--- config.mk ---
export PLATFORM = sky130hd
export DESIGN_NAME = fetch_sequencer
export DESIGN_NICKNAME = d
export VERILOG_FILES = /design/src/rtl/fetch_seq_pkg.sv /design/src/rtl/fetch_sequencer.sv
export SDC_FILE = /design/constraint.sdc
export NUM_CORES = 1
export LEC_CHECK = 0
export ABC_AREA = 0
export CAP_MARGIN = 40
export CORE_MARGIN = 3
export CORE_UTILIZATION = 46
export DETAILED_ROUTE_END_ITERATION = 8
export PLACE_DENSITY_LB_ADDON = 0.1
export SETUP_SLACK_MARGIN = 0.15
export SYNTH_ARGS = -nofsm -noshare
export SYNTH_HDL_FRONTEND = slang
export SYNTH_SLANG_ARGS = --single-unit
export TNS_END_PERCENT = 10
--- constraint.sdc ---
create_clock -name clk -period 2.55 [get_ports clk]
set_input_delay 0.765 -clock clk [delete_from_list [all_inputs] [get_ports clk]]
set_output_delay 0.765 -clock clk [all_outputs]
set_load 0.05 [all_outputs]
--- src/rtl/fetch_seq_pkg.sv ---
// Shared definitions for the instruction fetch sequencer: FSM state codes and width.
package fetch_seq_pkg;

  localparam int unsigned STATE_W = 2;

  // Code 3 is deliberately unused; the sequencer treats it as a return-to-FETCH.
  typedef enum logic [STATE_W-1:0] {
    ST_FETCH = 2'd0,
    ST_WAIT  = 2'd1,
    ST_ISSUE = 2'd2
  } fetch_state_e;

endpackage

--- src/rtl/fetch_sequencer.sv ---
// Fetch sequencer: FETCH -> WAIT -> ISSUE loop that reads an instruction at pc and hands it to the ALU.
// Optional macro FETCH_SEQ_BRANCH_EN adds branch_en/branch_target to redirect pc on the retire edge.
module fetch_sequencer
  import fetch_seq_pkg::*;
#(
  parameter int unsigned PC_W     = 16,
  parameter int unsigned INSTR_W  = 32,
  parameter int unsigned PC_RESET = 0,
  parameter int unsigned PC_STEP  = 1,
  parameter int unsigned CNT_W    = 16
) (
  input  logic               clk,
  input  logic               rst,
  input  logic               stall,
  output logic [PC_W-1:0]    mem_addr,
  output logic               mem_rd_en,
  input  logic [INSTR_W-1:0] mem_rdata,
  input  logic               mem_rvalid,
  output logic [INSTR_W-1:0] instr,
  output logic               instr_valid,
  input  logic               instr_ready,
`ifdef FETCH_SEQ_BRANCH_EN
  input  logic               branch_en,
  input  logic [PC_W-1:0]    branch_target,
`endif
  output logic [PC_W-1:0]    pc,
  output logic [STATE_W-1:0] state,
  output logic [CNT_W-1:0]   retire_cnt
);

  fetch_state_e       state_q;
  logic [PC_W-1:0]    pc_q;
  logic [PC_W-1:0]    pc_d;
  logic [INSTR_W-1:0] instr_q;
  logic               instr_valid_q;
  logic [CNT_W-1:0]   retire_cnt_q;

  // pc_d is only consumed on the ISSUE retire edge, so branch_en elsewhere has no effect.
  always_comb begin
    pc_d = pc_q + PC_W'(PC_STEP);
`ifdef FETCH_SEQ_BRANCH_EN
    if (branch_en) begin
      pc_d = branch_target;
    end
`endif
  end

  always_ff @(posedge clk or negedge rst) begin
    if (!rst) begin
      state_q       <= ST_FETCH;
      pc_q          <= PC_W'(PC_RESET);
      instr_q       <= '0;
      instr_valid_q <= 1'b0;
      retire_cnt_q  <= '0;
    end else begin
      case (state_q)
        ST_FETCH: begin
          if (!stall) begin
            state_q <= ST_WAIT;
          end
        end
        ST_WAIT: begin
          if (mem_rvalid) begin
            instr_q       <= mem_rdata;
            instr_valid_q <= 1'b1;
            state_q       <= ST_ISSUE;
          end
        end
        ST_ISSUE: begin
          if (instr_ready) begin
            instr_valid_q <= 1'b0;
            retire_cnt_q  <= retire_cnt_q + CNT_W'(1);
            pc_q          <= pc_d;
            state_q       <= ST_FETCH;
          end
        end
        default: begin
          state_q       <= ST_FETCH;
          instr_valid_q <= 1'b0;
        end
      endcase
    end
  end

  // Read request is combinational on stall; gated by rst so it is low throughout reset.
  assign mem_rd_en   = rst && (state_q == ST_FETCH) && !stall;
  assign mem_addr    = pc_q;
  assign pc          = pc_q;
  assign instr       = instr_q;
  assign instr_valid = instr_valid_q;
  assign retire_cnt  = retire_cnt_q;
  assign state       = state_q;

endmodule
==> results of run 1 <==
==> through the flow <==
step           power [mW]  cell area (µm²)  std cells
6_report             5.32             4350        422
5_1_grt              5.56             4350        422
4_1_cts              5.38             4340        422
3_5_place_dp         4.47             4130        406
3_3_place_gp         4.42             4110        405
2_1_floorplan        3.50             2910        226
==> layout by cell type (no fill, tap or decap) <==
| master | instances |
|---|---|
| a211oi_1 | 1 |
| a21oi_1 | 1 |
| and2_1 | 1 |
| and3_1 | 3 |
| and3b_1 | 1 |
| and4_1 | 1 |
| and4b_1 | 1 |
| buf_12 | 2 |
| buf_16 | 1 |
| buf_2 | 1 |
| buf_4 | 4 |
| clkbuf_1 | 1 |
| clkbuf_8 | 15 |
| clkdlybuf4s50_1 | 115 |
| dfrtp_1 | 67 |
| dlygate4sd2_1 | 1 |
| dlymetal6s2s_1 | 2 |
| ha_1 | 2 |
| inv_1 | 7 |
| mux2_2 | 32 |
| nand2_1 | 19 |
| nand2b_1 | 1 |
| nand3_1 | 3 |
| nand3_2 | 2 |
| nand3b_1 | 2 |
| nand4_1 | 7 |
| nand4_4 | 1 |
| nor2_1 | 8 |
| nor2b_1 | 1 |
| nor3_1 | 7 |
| nor4_1 | 1 |
| nor4_2 | 2 |
| nor4b_4 | 1 |
| o21ai_0 | 2 |
| or3_4 | 1 |
| xnor2_1 | 18 |
| xor2_1 | 12 |
==> final timing paths <==
check | start | endpoint | slack, ps | cells past startpoint
max | mem_addr[10] | pc[10] | 140 | 1
min | rst | mem_addr[6] | 370 | 2
max reg2reg | state[0] | retire_cnt[12] | 930 | 5
min reg2reg | retire_cnt[15] | retire_cnt[15] | 480 | 1
max in group asynchronous | rst | mem_addr[1] | 1680 | 3
min in group clk | retire_cnt[15] | retire_cnt[15] | 480 | 1
==> cells by family after synthesis <==
group,Yosys count,synth area share
flip-flops,67,0.578
AND/OR/NAND/NOR,63,0.127
multiplexers,32,0.124
XOR/XNOR,30,0.0906
buffers and inverters,28,0.0634
AO/OA/AOI/OAI,4,0.00777
adder cells (fa/ha/maj),2,0.00863
==> area by class of cell <==
class                           count  area (µm²)  share of cell area
Tap cell                           75        93.8              0.0216
Clock buffer                       16         210              0.0483
Multi-Input combinational cell    131        1050               0.242
Timing Repair Buffer              126        1290               0.296
Sequential cell                    67        1680               0.386
Inverter                            7        26.3             0.00604
==> power breakdown <==
part           internal, mW  total, mW  switching (mW)
registers              1.40       1.63           0.226
logic                  1.03       2.79            1.76
clock network         0.515      0.905           0.390
total                  2.95       5.32            2.38
==> state kept, by name, indices dropped and copies added (netlist names) <==
signal and flops:
instr 32, instr_valid 1, state 2, mem_addr 16, retire_cnt 16
==> per-layer routing <==
| layer | vias up | track usage |
|---|---|---|
| met4 | 0 | 0.0820 |
| met2 | 75 | 0.294 |
| met1 | 1009 | 0.225 |
| met3 | 10 | 0.0631 |
| met5 | - | 0 |
| li1 | 981 | - |
==> what timing repair did <==
| item | CTS | global route |
|---|---|---|
| resized for setup | 1 | 2 |
| buffers inserted | 0 | 0 |
| pin swaps | 0 | 1 |
| setup endpoints to repair | 17 | 28 |
==> qor.txt, run 1 <==
Critical Path Slowest Stage Cell: clkdlybuf4s50_1
Post-layout util: 0.722
Initial antenna violation count: 0
WHS: 369 ps
Setup ws final: 141 ps
Setup TNS: 0 ps
Met2 WL: 3.10 mm
Slew HR: 0.632
Final net count: 381
Synth unique cells: 31
Final Hold Vio Count: 0
Global Route Usage Sum: 0.184
Number of global-route vias before repair: 2086
Worst-path clk slew: 70 ps
DR WL met3: 523 µm
Arrival time at the worst endpoint: 1640 ps
Top FF cell, synth: dfrtp_1
First-pass GRT wire length: 10.4 mm
Synth area leaders: dfrtp_1 58%, mux2_2 12%, xnor2_1 5.4%, buf_4 4.1%, xor2_1 3.6%
Cell with the most instances after synthesis: dfrtp_1
Cts bufs inserted: 9
WL/cell: 15.1 µm
Worst IR Drop VDD: 1020 µV
Num rows: 28
Layout overhead on the synthesized area: 50.0%
Worst endpoint required time: 1790 ps
Register area share after synthesis: 0.578
CTS Hold Bufs: 0
Starting DRT DRC Count: 83
Synth Area per Inst: 12.8 µm²
CTS Root Cell: clkbuf_8
Fillcell total: 441
Yosys top cell area share: 0.578
RSZ-0062 raised after global routing: true
Peak Freq: 415 MHz
Top Layer Used: met4
Vias/cell: 4.92
Post-synth ARST share: 1.00
CTS max path bufs: 2
WL final: 6.38 mm
Total core area: 6030 µm²
Period utilisation layout: 0.945
Buffers added on ports: 120
Critical path's largest stage delay: 850 ps
HPWL after DPL: 4.56 mm
Max cap viols: 0
Die area: 7290 µm²
Pwr Density: 1220 nW/µm²
Leak pwr: 1.91 nW
DRC: 0
Pre-CTS setup slack: 111 ps
Hold Path Class: in -> async
Gr ovfl total: 0
Setup violators final: 0
Netlist Area Pre-Place: 2900 µm²
Drt pass-1 iters: 4
Post-layout min period: 2410 ps
Critical path cell sequence: clkdlybuf4s50_1
CP Buf/Inv Count: 1
Initial core utilization: 0.481
TritonCTS clock tree: built
Count of state elements after synthesis: 67
Layout cells sized above 1: 0.179
Post-synth EDFFs: 0
Routed vias: 2075
Sink Count: 67
Die Y: 85.4 µm
Crit path launch type: flop
Worst Tran Pin Value: 550 ps
Worst skew pair latency: 330 ps
Slew Limit Fails: 0
Yosys warns: 0
WS Path Type: reg -> out
Die W: 85.4 µm
Critical Path End Type: output port
Gpl congestion: 0.728
Maximum fanout along the worst path: 7
Largest net degree at the start of global routing: 66
Post-DRT Antenna Nets: 0
Top post-synthesis cells by count: 67 x dfrtp_1, 32 x mux2_2, 19 x nand2_1, 18 x xnor2_1, 16 x buf_4
Synthesized netlist cell count: 226
# IOs: 121
Post-Syn Nets: 265
Critical path's top delay family: buffers and inverters
Status: finished, final reports clean
Clock Skew: 6.85 ps
Antenna cell count: 0
# H-tree levels: 3
WL met1: 2.62 mm
Most area-hungry cell type in the Yosys netlist: dfrtp_1
(Power assumes the default switching activity.)
==> run 2, diff against run 1 <==
- ABC_CLOCK_PERIOD_IN_PS: not set -> 2550
==> results of run 2 <==
No change in the layout: final DEF, timing and power equal those of run 1.
